==> config.mk <==
export PLATFORM = sky130hd
export DESIGN_NAME = muldiv_unit
export DESIGN_NICKNAME = d
export VERILOG_FILES = /design/src/rtl/muldiv_unit.sv
export SDC_FILE = /design/constraint.sdc
export NUM_CORES = 1
export LEC_CHECK = 0
export ABC_AREA = 1
export CORE_AREA = 3 3 243 221
export CTS_BUF_LIST = sky130_fd_sc_hd__clkbuf_8 sky130_fd_sc_hd__clkbuf_16
export DETAILED_ROUTE_END_ITERATION = 16
export DIE_AREA = 0 0 246 224
export SLEW_MARGIN = 10
export SYNTH_ARGS = -nofsm -noshare
export SYNTH_HDL_FRONTEND = slang
export SYNTH_SLANG_ARGS = --single-unit
==> constraint.sdc <==
create_clock -name clk -period 4.75 [get_ports clk]
set_clock_uncertainty 0.1 [all_clocks]
set_input_delay 0.95 -clock clk [delete_from_list [all_inputs] [get_ports clk]]
set_output_delay 0.95 -clock clk [all_outputs]
set_load 0.01 [all_outputs]
==> src/rtl/muldiv_unit.sv <==
// muldiv_unit: iterative MULT/MULTU/DIV/DIVU engine writing the HI/LO pair.
// A start pulse in IDLE latches operand magnitudes and result signs. CALC then
// runs WIDTH iterations: a radix-2 shift-add for multiply, or restoring
// division for divide. FIX applies the sign corrections and writes HI/LO.
// Ports:
//   clk, rst_n          clock and async active-low reset
//   start, op, a, b     operation request (op: 00 MULTU, 01 MULT, 10 DIVU, 11 DIV)
//   hi_we, lo_we, wdata MTHI/MTLO writes, honoured only in IDLE
//   busy, done          operation in flight / one-cycle result pulse (registered)
//   hi, lo              architectural HI/LO registers
module muldiv_unit #(
    parameter int WIDTH = 32
) (
    input  logic             clk,
    input  logic             rst_n,
    input  logic             start,
    input  logic [1:0]       op,
    input  logic [WIDTH-1:0] a,
    input  logic [WIDTH-1:0] b,
    input  logic             hi_we,
    input  logic             lo_we,
    input  logic [WIDTH-1:0] wdata,
    output logic             busy,
    output logic             done,
    output logic [WIDTH-1:0] hi,
    output logic [WIDTH-1:0] lo
);
    localparam int CNT_W = $clog2(WIDTH);
    localparam int DW    = 2 * WIDTH;

    typedef enum logic [1:0] {IDLE = 2'd0, CALC = 2'd1, FIX = 2'd2} state_t;

    state_t             state_r, state_nxt_s;
    logic [1:0]         op_r, op_nxt_s;
    logic [WIDTH-1:0]   opnd_r, opnd_nxt_s;   // multiplicand or divisor magnitude
    logic [DW-1:0]      acc_r, acc_nxt_s;     // {partial product | remainder, multiplier | quotient}
    logic               neg_lo_r, neg_lo_nxt_s;
    logic               neg_rem_r, neg_rem_nxt_s;
    logic               dz_r, dz_nxt_s;
    logic [CNT_W-1:0]   cnt_r, cnt_nxt_s;
    logic [WIDTH-1:0]   hi_r, hi_nxt_s;
    logic [WIDTH-1:0]   lo_r, lo_nxt_s;
    logic               busy_r, busy_nxt_s;
    logic               done_r, done_nxt_s;

    // Magnitude of v, taken only when the operation is signed.
    function automatic logic [WIDTH-1:0] abs_val(input logic [WIDTH-1:0] v, input logic sgn);
        logic [WIDTH-1:0] r;
        if (sgn && v[WIDTH-1]) begin
            r = ~v + WIDTH'(1);
        end else begin
            r = v;
        end
        return r;
    endfunction

    // Multiply step: add the multiplicand when the low multiplier bit is set, then shift right.
    logic [WIDTH:0]   mul_sum_s;
    logic [DW-1:0]    mul_step_s;
    assign mul_sum_s  = {1'b0, acc_r[DW-1:WIDTH]} + {1'b0, (acc_r[0] ? opnd_r : {WIDTH{1'b0}})};
    assign mul_step_s = {mul_sum_s, acc_r[WIDTH-1:1]};

    // Divide step: shift the next dividend bit into the remainder, subtract if it fits.
    // A zero divisor always fits, which yields all-ones quotient and remainder = dividend.
    logic [WIDTH:0]   div_sh_s, div_diff_s;
    logic             div_ok_s;
    logic [DW-1:0]    div_step_s;
    assign div_sh_s   = {acc_r[DW-1:WIDTH], acc_r[WIDTH-1]};
    assign div_diff_s = div_sh_s - {1'b0, opnd_r};
    assign div_ok_s   = ~div_diff_s[WIDTH];
    assign div_step_s = {(div_ok_s ? div_diff_s[WIDTH-1:0] : div_sh_s[WIDTH-1:0]),
                         acc_r[WIDTH-2:0], div_ok_s};

    // Sign-corrected results used in FIX.
    logic [DW-1:0]    prod_fix_s;
    logic [WIDTH-1:0] quo_fix_s, rem_fix_s;
    assign prod_fix_s = neg_lo_r ? (~acc_r + DW'(1)) : acc_r;
    assign quo_fix_s  = dz_r ? {WIDTH{1'b1}}
                             : (neg_lo_r ? (~acc_r[WIDTH-1:0] + WIDTH'(1)) : acc_r[WIDTH-1:0]);
    assign rem_fix_s  = neg_rem_r ? (~acc_r[DW-1:WIDTH] + WIDTH'(1)) : acc_r[DW-1:WIDTH];

    // State register.
    always_ff @(posedge clk or negedge rst_n) begin
        if (!rst_n) begin
            state_r <= IDLE;
        end else begin
            state_r <= state_nxt_s;
        end
    end

    // Next-state logic.
    always_comb begin
        state_nxt_s = state_r;
        case (state_r)
            IDLE:    state_nxt_s = start ? CALC : IDLE;
            CALC:    state_nxt_s = (cnt_r == {CNT_W{1'b0}}) ? FIX : CALC;
            FIX:     state_nxt_s = IDLE;
            default: state_nxt_s = IDLE;
        endcase
    end

    // Datapath and output next values.
    always_comb begin
        op_nxt_s      = op_r;
        opnd_nxt_s    = opnd_r;
        acc_nxt_s     = acc_r;
        neg_lo_nxt_s  = neg_lo_r;
        neg_rem_nxt_s = neg_rem_r;
        dz_nxt_s      = dz_r;
        cnt_nxt_s     = cnt_r;
        hi_nxt_s      = hi_r;
        lo_nxt_s      = lo_r;
        busy_nxt_s    = (state_nxt_s != IDLE);
        done_nxt_s    = (state_r == FIX);
        case (state_r)
            IDLE: begin
                if (hi_we) begin
                    hi_nxt_s = wdata;
                end else begin
                    hi_nxt_s = hi_r;
                end
                if (lo_we) begin
                    lo_nxt_s = wdata;
                end else begin
                    lo_nxt_s = lo_r;
                end
                if (start) begin
                    op_nxt_s      = op;
                    opnd_nxt_s    = op[1] ? abs_val(b, op[0]) : abs_val(a, op[0]);
                    acc_nxt_s     = {{WIDTH{1'b0}}, (op[1] ? abs_val(a, op[0]) : abs_val(b, op[0]))};
                    neg_lo_nxt_s  = op[0] & (a[WIDTH-1] ^ b[WIDTH-1]);
                    neg_rem_nxt_s = op[0] & a[WIDTH-1];
                    dz_nxt_s      = op[1] & (b == {WIDTH{1'b0}});
                    cnt_nxt_s     = CNT_W'(WIDTH - 1);
                end else begin
                    op_nxt_s      = op_r;
                end
            end
            CALC: begin
                acc_nxt_s = op_r[1] ? div_step_s : mul_step_s;
                cnt_nxt_s = cnt_r - CNT_W'(1);
            end
            FIX: begin
                if (op_r[1]) begin
                    hi_nxt_s = rem_fix_s;
                    lo_nxt_s = quo_fix_s;
                end else begin
                    hi_nxt_s = prod_fix_s[DW-1:WIDTH];
                    lo_nxt_s = prod_fix_s[WIDTH-1:0];
                end
            end
            default: begin
                busy_nxt_s = 1'b0;
                done_nxt_s = 1'b0;
            end
        endcase
    end

    // Datapath and output registers; reset aborts any operation in flight.
    always_ff @(posedge clk or negedge rst_n) begin
        if (!rst_n) begin
            op_r      <= 2'b00;
            opnd_r    <= {WIDTH{1'b0}};
            acc_r     <= {DW{1'b0}};
            neg_lo_r  <= 1'b0;
            neg_rem_r <= 1'b0;
            dz_r      <= 1'b0;
            cnt_r     <= {CNT_W{1'b0}};
            hi_r      <= {WIDTH{1'b0}};
            lo_r      <= {WIDTH{1'b0}};
            busy_r    <= 1'b0;
            done_r    <= 1'b0;
        end else begin
            op_r      <= op_nxt_s;
            opnd_r    <= opnd_nxt_s;
            acc_r     <= acc_nxt_s;
            neg_lo_r  <= neg_lo_nxt_s;
            neg_rem_r <= neg_rem_nxt_s;
            dz_r      <= dz_nxt_s;
            cnt_r     <= cnt_nxt_s;
            hi_r      <= hi_nxt_s;
            lo_r      <= lo_nxt_s;
            busy_r    <= busy_nxt_s;
            done_r    <= done_nxt_s;
        end
    end

    assign busy = busy_r;
    assign done = done_r;
    assign hi   = hi_r;
    assign lo   = lo_r;
endmodule

==> impl_metrics.csv, run 1 <==
group,metric,value,unit
synth,synth.distinct_cells,51,
setup_path,cpPeakStageDelay,0.55,ns
setup_path,path_class,"reg -> reg",
timing,finalSetupViolations,0,
hold_path,hold_class,"reg -> reg",
cells_and_area,n_antenna_cell,0,
synth,syn_area,0.0179,sq mm
floorplan,core_area,0.0515,sq mm
clock_network,ctsLongestPathBuffers,2,
grt,grt_pass1_vias,19300,
grt,grt_max_degree,77,
synth,synth_top_area_share,0.242,
clock_network,ctsResizeCount,0,
timing,finalHoldViolCount,0,
clock_network,clk_latency,0.47,ns
synth,syn-num-nets,3256,
cells_and_area,nNetsFinal,3368,
timing,worstMarginPinSlew,1.17,ns
grt,grt_pass1_wl,119,mm
synth,ys_top_cells_by_count,"nand2_1, inv_1, nor2_1, nand3_1, a21oi_1",
setup_path,crit_path_end,"acc_r[59]$_DFFE_PN0P_",
synth,syn_area_per_cell,5.80,sq um
placed_design,gp_congestion,1.00,
cells_and_area,layoutNonFillerInstCount,3895,
setup_path,critPathArrivalTime,3.60,ns
clock_network,postCtsSetupBuffers,0,
setup_path,start_kind,"register",
synth,synthAdderAreaFrac,0.0505,
synth,synth_top_family_by_area,"simple AND/OR/NAND/NOR gates",
placed_design,dp.cells,3863,
floorplan,dieWidth,246,microns
synth,synthXorXnorAreaFrac,0.0313,
synth,ys_seq_area_frac,0.242,
setup_path,cp.depth,15,
cells_and_area,syn_to_final_growth,16.7,%
clock_network,cts_hold_buf,0,
cells_and_area,final_core_util,0.405,
clock_network,cts_sinks,173,
synth,yosysMostFrequentCell,"nand2_1",
grt,overflow,0,
routing,antenna_left,0,
floorplan,num_io_pins,169,
setup_path,reg2regPathDepth,15,
timing,slew_viol_final,0,
clock_network,cts.htree.levels,4,
synth,synth_compound_area_frac,0.161,
timing,finalSetupTns,0,ns
floorplan,die_area,0.0551,sq mm
power_and_ir_drop,p_leak,10.4,nW
setup_path,cp_num_buf_inv,1,
setup_path,critical_path.top_delay_family,"simple AND/OR/NAND/NOR gates",
synth,synth_mux_area_frac,0,
setup_path,worstPathMaxFanout,31,
routing,drc,0,
synth,ys_ff_latch,173,
power_and_ir_drop,ir_worst_vdd,0.401,mV
floorplan,rows,79,
routing,drt_iter0_markers,2209,
floorplan,die_h,224,microns
floorplan,initial_core_util,0.347,
setup_path,slowest_stage,"o21ai_0",
synth,synthSimpleGateAreaFrac,0.398,
grt,grt_antenna_before_repair,0,
cells_and_area,drive_gt1_frac,0.0346,
routing,drt_pass1_iterations,9,
grt,grt_util_all_layers,0.284,
setup_path,crit_top_cell,"nand2_1",
run_status,outcome,"complete, no violations",
clock_network,clkTransAtPathRegs,0.08,ns
job,cap_violations,0,
synth,yosys_warnings,0,
setup_path,timing.rr.start,"acc_r[0]$_DFFE_PN0P_",
setup_path,r2r_end,"acc_r[59]$_DFFE_PN0P_",
synth,synth_top_area_cell,"dfrtp_1",
setup_path,crit_start,"acc_r[0]$_DFFE_PN0P_",
routing,via_per_inst,5.36,
routing,vias,20900,
clock_network,cts_tree,"yes",
synth,synth_edf_count,0,
timing,max_freq,0.300,GHz
timing,rsz0062_at_grt,"no",
routing,wl_per_cell,20.4,microns
timing,min_period,3.34,ns
setup_path,reg2reg_slack,1.41,ns
timing,relSlewSlack,0.220,
timing,fin_crit_sh,0.703,
routing,wirelength,79.4,mm
synth,synthTopCellsByArea,"dfrtp_1, nand2_1, inv_1, nand3_1, nor2_1",
setup_path,crit_chain,"buf_4 -> nand2_1 -> fa_1 -> o21ai_0 -> nand2_1 -> nand2_1 -> nand2_1 -> nand2_1 -> nand3_1 -> nand3_1 -> nand2_1 -> nor2_1 -> nor2_1 -> nand2_1 -> nand2_1",
setup_path,worstPathRequired,5.02,ns
setup_path,crit_path_end_kind,"register",
clock_network,numCtsBuffers,17,
synth,async_flop_share,1.00,
synth,netlist_instances,3082,
clock_network,root_buffer,"clkbuf_16",
placed_design,port_buffers,168,
power_and_ir_drop,power.density,803,mW/mm^2
placed_design,hpwl,63.2,mm
synth,ys.flop_type,"dfrtp_1",
area by class of cell:
class	count	area, sq um
multi-input combinational	2365	11500
timing repair buffer	199	1930
tap	688	861
fill	5725	30600
sequential	173	4330
inverter	438	1640
clock inverter	14	180
clock buffer	18	439
cells in the final DEF, fill, tap and decap left out, drive strengths merged, types with 7 or more instances in the layout:
master / count
nand3: 318
a21oi: 257
inv: 444
xor2: 46
nor3: 34
nand2: 909
or2: 13
o31ai: 7
xnor2: 18
buf: 32
a22oi: 14
clkdlybuf4s50: 167
ha: 69
nand4: 49
a31oi: 11
o21ai: 191
dfrtp: 173
nand3b: 11
nor2: 356
o221ai: 7
o21bai: 7
clkbuf: 18
o211ai: 25
where the power goes:
group	internal (mW)	switching [mW]	leakage (nW)
Sequential	2.23	1.08	2.01
Clock	0.855	0.717	0.310
Combinational	3.99	7.90	8.03
Total	7.07	9.70	10.4
how the worst min path moves through the flow:
stage                    startpoint  slack [ns]  cells after the start              endpoint
6_report         lo[28]$_DFFE_PN0P_        0.39                      2    lo[28]$_DFFE_PN0P_
3_5_place_dp     lo[28]$_DFFE_PN0P_        0.38                      2    lo[28]$_DFFE_PN0P_
5_1_grt        cnt_r[3]$_DFFE_PN0P_        0.42                      1  cnt_r[3]$_DFFE_PN0P_
3_3_place_gp     lo[28]$_DFFE_PN0P_        0.38                      2    lo[28]$_DFFE_PN0P_
4_1_cts          lo[28]$_DFFE_PN0P_        0.39                      2    lo[28]$_DFFE_PN0P_
2_1_floorplan  cnt_r[3]$_DFFE_PN0P_        0.35                      1  cnt_r[3]$_DFFE_PN0P_
worst min-delay path: cells and delay by family (launching register included):
family,cells,cell delay (ns)
AOI/OAI and AO/OA,1,0.06
DFF,1,0.35
and+or+nand+nor,1,0.05
flip-flops by register name, summed over array words and instances, names as in the netlist:
| register | cells |
|---|---|
| opnd_r | 32 |
| state_r | 2 |
| neg_rem_r | 1 |
| op_r | 1 |
| neg_lo_r | 1 |
| done | 1 |
| hi | 32 |
| lo | 32 |
| dz_r | 1 |
| busy | 1 |
| acc_r | 64 |
| cnt_r | 5 |
per-layer routing:
metal / track usage / part of all wire / vias up
li1: - / - / 10200
met3: 0.0603 / 0.096 / 109
met4: 0.0832 / 0.029 / 0
met2: 0.431 / 0.44 / 926
met1: 0.404 / 0.44 / 9646
met5: 0 / 0 / -
cell families (layout without fill, tap and decap cells):
kind of cell,after synthesis,after routing
buffers and inverters,544,669
XOR/XNOR,64,64
adder cells (fa/ha/maj),71,71
flip-flops,173,173
AND/OR/NAND/NOR,1699,1699
AO/OA/AOI/OAI,531,531
stage by stage:
| stage | cell area, sq um | setup WS [ns] | hold slack (ns) | power (mW) |
|---|---|---|---|---|
| 2_1_floorplan | 17900 | 2.00 | 0.354 | 10.9 |
| 3_3_place_gp | 20300 | 1.06 | 0.375 | 15.0 |
| 3_5_place_dp | 20300 | 1.05 | 0.376 | 14.9 |
| 4_1_cts | 20900 | 1.47 | 0.393 | 16.6 |
| 5_1_grt | 20900 | 1.07 | 0.423 | 18.3 |
| 6_report | 20900 | 1.41 | 0.389 | 16.8 |
Note: power is estimated with default switching activity, not from simulation.
==> run 2: changes to the inputs <==
==> constraint.sdc (replaced) <==
create_clock -name clk -period 2.9 [get_ports clk]
set_clock_uncertainty 0.1 [all_clocks]
set_input_delay 0.58 -clock clk [delete_from_list [all_inputs] [get_ports clk]]
set_output_delay 0.58 -clock clk [all_outputs]
set_load 0.01 [all_outputs]
==> impl_metrics.csv, run 2 (synthesis results as in run 1) <==
group,metric,value,unit
run_status,outcome,"complete, no violations",
power_and_ir_drop,seqPwrFrac,0.168,
grt,grt_max_degree,69,
grt,grt_pass1_vias,20100,
cells_and_area,final_core_util,0.427,
cells_and_area,drive_gt1_frac,0.0771,
clock_network,clkTransAtPathRegs,0.08,ns
power_and_ir_drop,ir_worst_vdd,0.606,mV
grt,grt_util_all_layers,0.291,
timing,min_period,2.75,ns
setup_path,crit_path_end_kind,"register",
floorplan,num_io_pins,169,
floorplan,dieWidth,246,microns
cells_and_area,layout_common_cells,"nand2_1, inv_1, nor2_1, nand3_1, a21oi_1",
placed_design,port_buffers,168,
routing,via_per_inst,5.38,
timing,finalSetupTns,0,ns
clock_network,cts_tree,"yes",
cells_and_area,layoutNonFillerInstCount,4023,
setup_path,path_class,"reg -> reg",
placed_design,dp.cells,3990,
routing,drt_pass1_iterations,6,
timing,finalSetupViolations,0,
routing,wl_met3,7.52,mm
floorplan,die_h,224,microns
timing,slew_viol_final,0,
power_and_ir_drop,p_leak,11.0,nW
routing,m1WireLength,36.3,mm
timing,rsz0062_at_grt,"yes",
floorplan,die_area,0.0551,sq mm
routing,drc,0,
clock_network,root_buffer,"clkbuf_16",
power_and_ir_drop,p_sw_frac,0.565,
hold_path,hold_class,"reg -> reg",
power_and_ir_drop,clock_power_share,0.085,
grt,overflow,0,
routing,routed.top_layer,"met5",
grt,grt_pass1_wl,123,mm
setup_path,critPathArrivalTime,3.02,ns
placed_design,hpwl,66.1,mm
clock_network,clk_latency,0.47,ns
routing,wl_met2,34.1,mm
power_and_ir_drop,p_int,12.5,mW
floorplan,rows,79,
power_and_ir_drop,power.density,1310,mW/mm^2
timing,max_freq,0.363,GHz
clock_network,postCtsSetupBuffers,0,
power_and_ir_drop,power_frac_comb,0.747,
grt,grt_antenna_before_repair,2,
routing,wl_per_cell,20.1,microns
job,cap_violations,0,
power_and_ir_drop,total_power,28.7,mW
cells_and_area,n_antenna_cell,0,
setup_path,worstPathRequired,3.17,ns
cells_and_area,syn_to_final_growth,22.8,%
routing,drt_iter0_markers,2619,
placed_design,gp_congestion,1.03,
floorplan,initial_core_util,0.347,
timing,fin_crit_sh,0.950,
routing,vias,21600,
timing,worstMarginPinSlew,0.767,ns
clock_network,cts.htree.levels,4,
clock_network,numCtsBuffers,17,
timing,relSlewSlack,0.485,
setup_path,worstPathMaxFanout,17,
cells_and_area,nNetsFinal,3496,
routing,wirelength,80.9,mm
timing,finalHoldViolCount,0,
cells_and_area,layout.cells.most_common,"nand2_1",
routing,antenna_left,0,
clock_network,ctsLongestPathBuffers,2,
cells_and_area,largest_reg_flops,64,
cells_and_area,top_register,"acc_r",
floorplan,core_area,0.0515,sq mm
clock_network,cts_sinks,173,
placed_design,dpl_cell_area,0.0213,sq mm
setup_path,start_kind,"register",
power_and_ir_drop,power.switching,16.2,mW
cells_and_area,stdcell_area,0.0220,sq mm
## run 2: path summary, 6_finish.rpt
check / start / end / slack (ns) / cells past startpoint
max: acc_r[0]$_DFFE_PN0P_ / acc_r[52]$_DFFE_PN0P_ / 0.15 / 15
min in group asynchronous: rst_n / hi[30]$_DFFE_PN0P_ / 0.48 / 2
max reg2reg: acc_r[0]$_DFFE_PN0P_ / acc_r[52]$_DFFE_PN0P_ / 0.15 / 15
min reg2reg: cnt_r[3]$_DFFE_PN0P_ / cnt_r[3]$_DFFE_PN0P_ / 0.39 / 1
max in group asynchronous: rst_n / state_r[1]$_DFF_PN0_ / 1.50 / 3
min: cnt_r[3]$_DFFE_PN0P_ / cnt_r[3]$_DFFE_PN0P_ / 0.39 / 1
## run 2: metrics by stage
step / hold WS, ns / worst slack [ns]
3_5_place_dp: 0.376 / 0.0696
4_1_cts: 0.394 / 0.138
5_1_grt: 0.440 / -0.0387
6_report: 0.391 / 0.145
3_3_place_gp: 0.372 / 0.0702
2_1_floorplan: 0.184 / 0.147
## run 2: power groups by stage
stage               clock (mW)  combinational (mW)  sequential, mW
global route              2.58                23.7            4.91
finish                    2.45                21.4            4.81
global placement             0                20.7            4.81
CTS                       2.48                20.8            4.77
detailed placement           0                20.7            4.80
floorplan                    0                13.0            4.78
## run 2: final cells by class
class	instances	area [sq um]
clock buffer	17	425
clock inverter	15	176
fill	5578	29500
inverter	438	1640
multi-input combinational	2365	11600
sequential	173	4330
tap	688	861
timing repair buffer	327	2970
## run 2: what timing repair did
item / 4_1_cts / 5_1_grt
endpoints found under the setup margin: 0 / 32
hold buffers: 1 / 0
hold endpoints to repair: 33 / 0
gates resized for setup: 0 / 23
## run 2: metal layers
layer  vias to the layer above  GRT usage
met1                      9968      0.423
met2                      1091      0.431
met4                         2     0.0992
met3                       137     0.0527
li1                      10400          -
met5                         -          0
## run 2: worst max-delay path, cell delays in order, from the launching register on
cell     delay (ns)
dfrtp_2        0.45
buf_4          0.21
nand2_1        0.07
inv_1          0.09
ha_1           0.37
nand2_1        0.13
o21ai_0        0.35
a21oi_1        0.11
nand2_1        0.19
nand2_1        0.10
nand3_1        0.08
nand3_1        0.15
nand2_1        0.10
inv_1          0.05
nand2_1        0.06
nand2_1        0.04
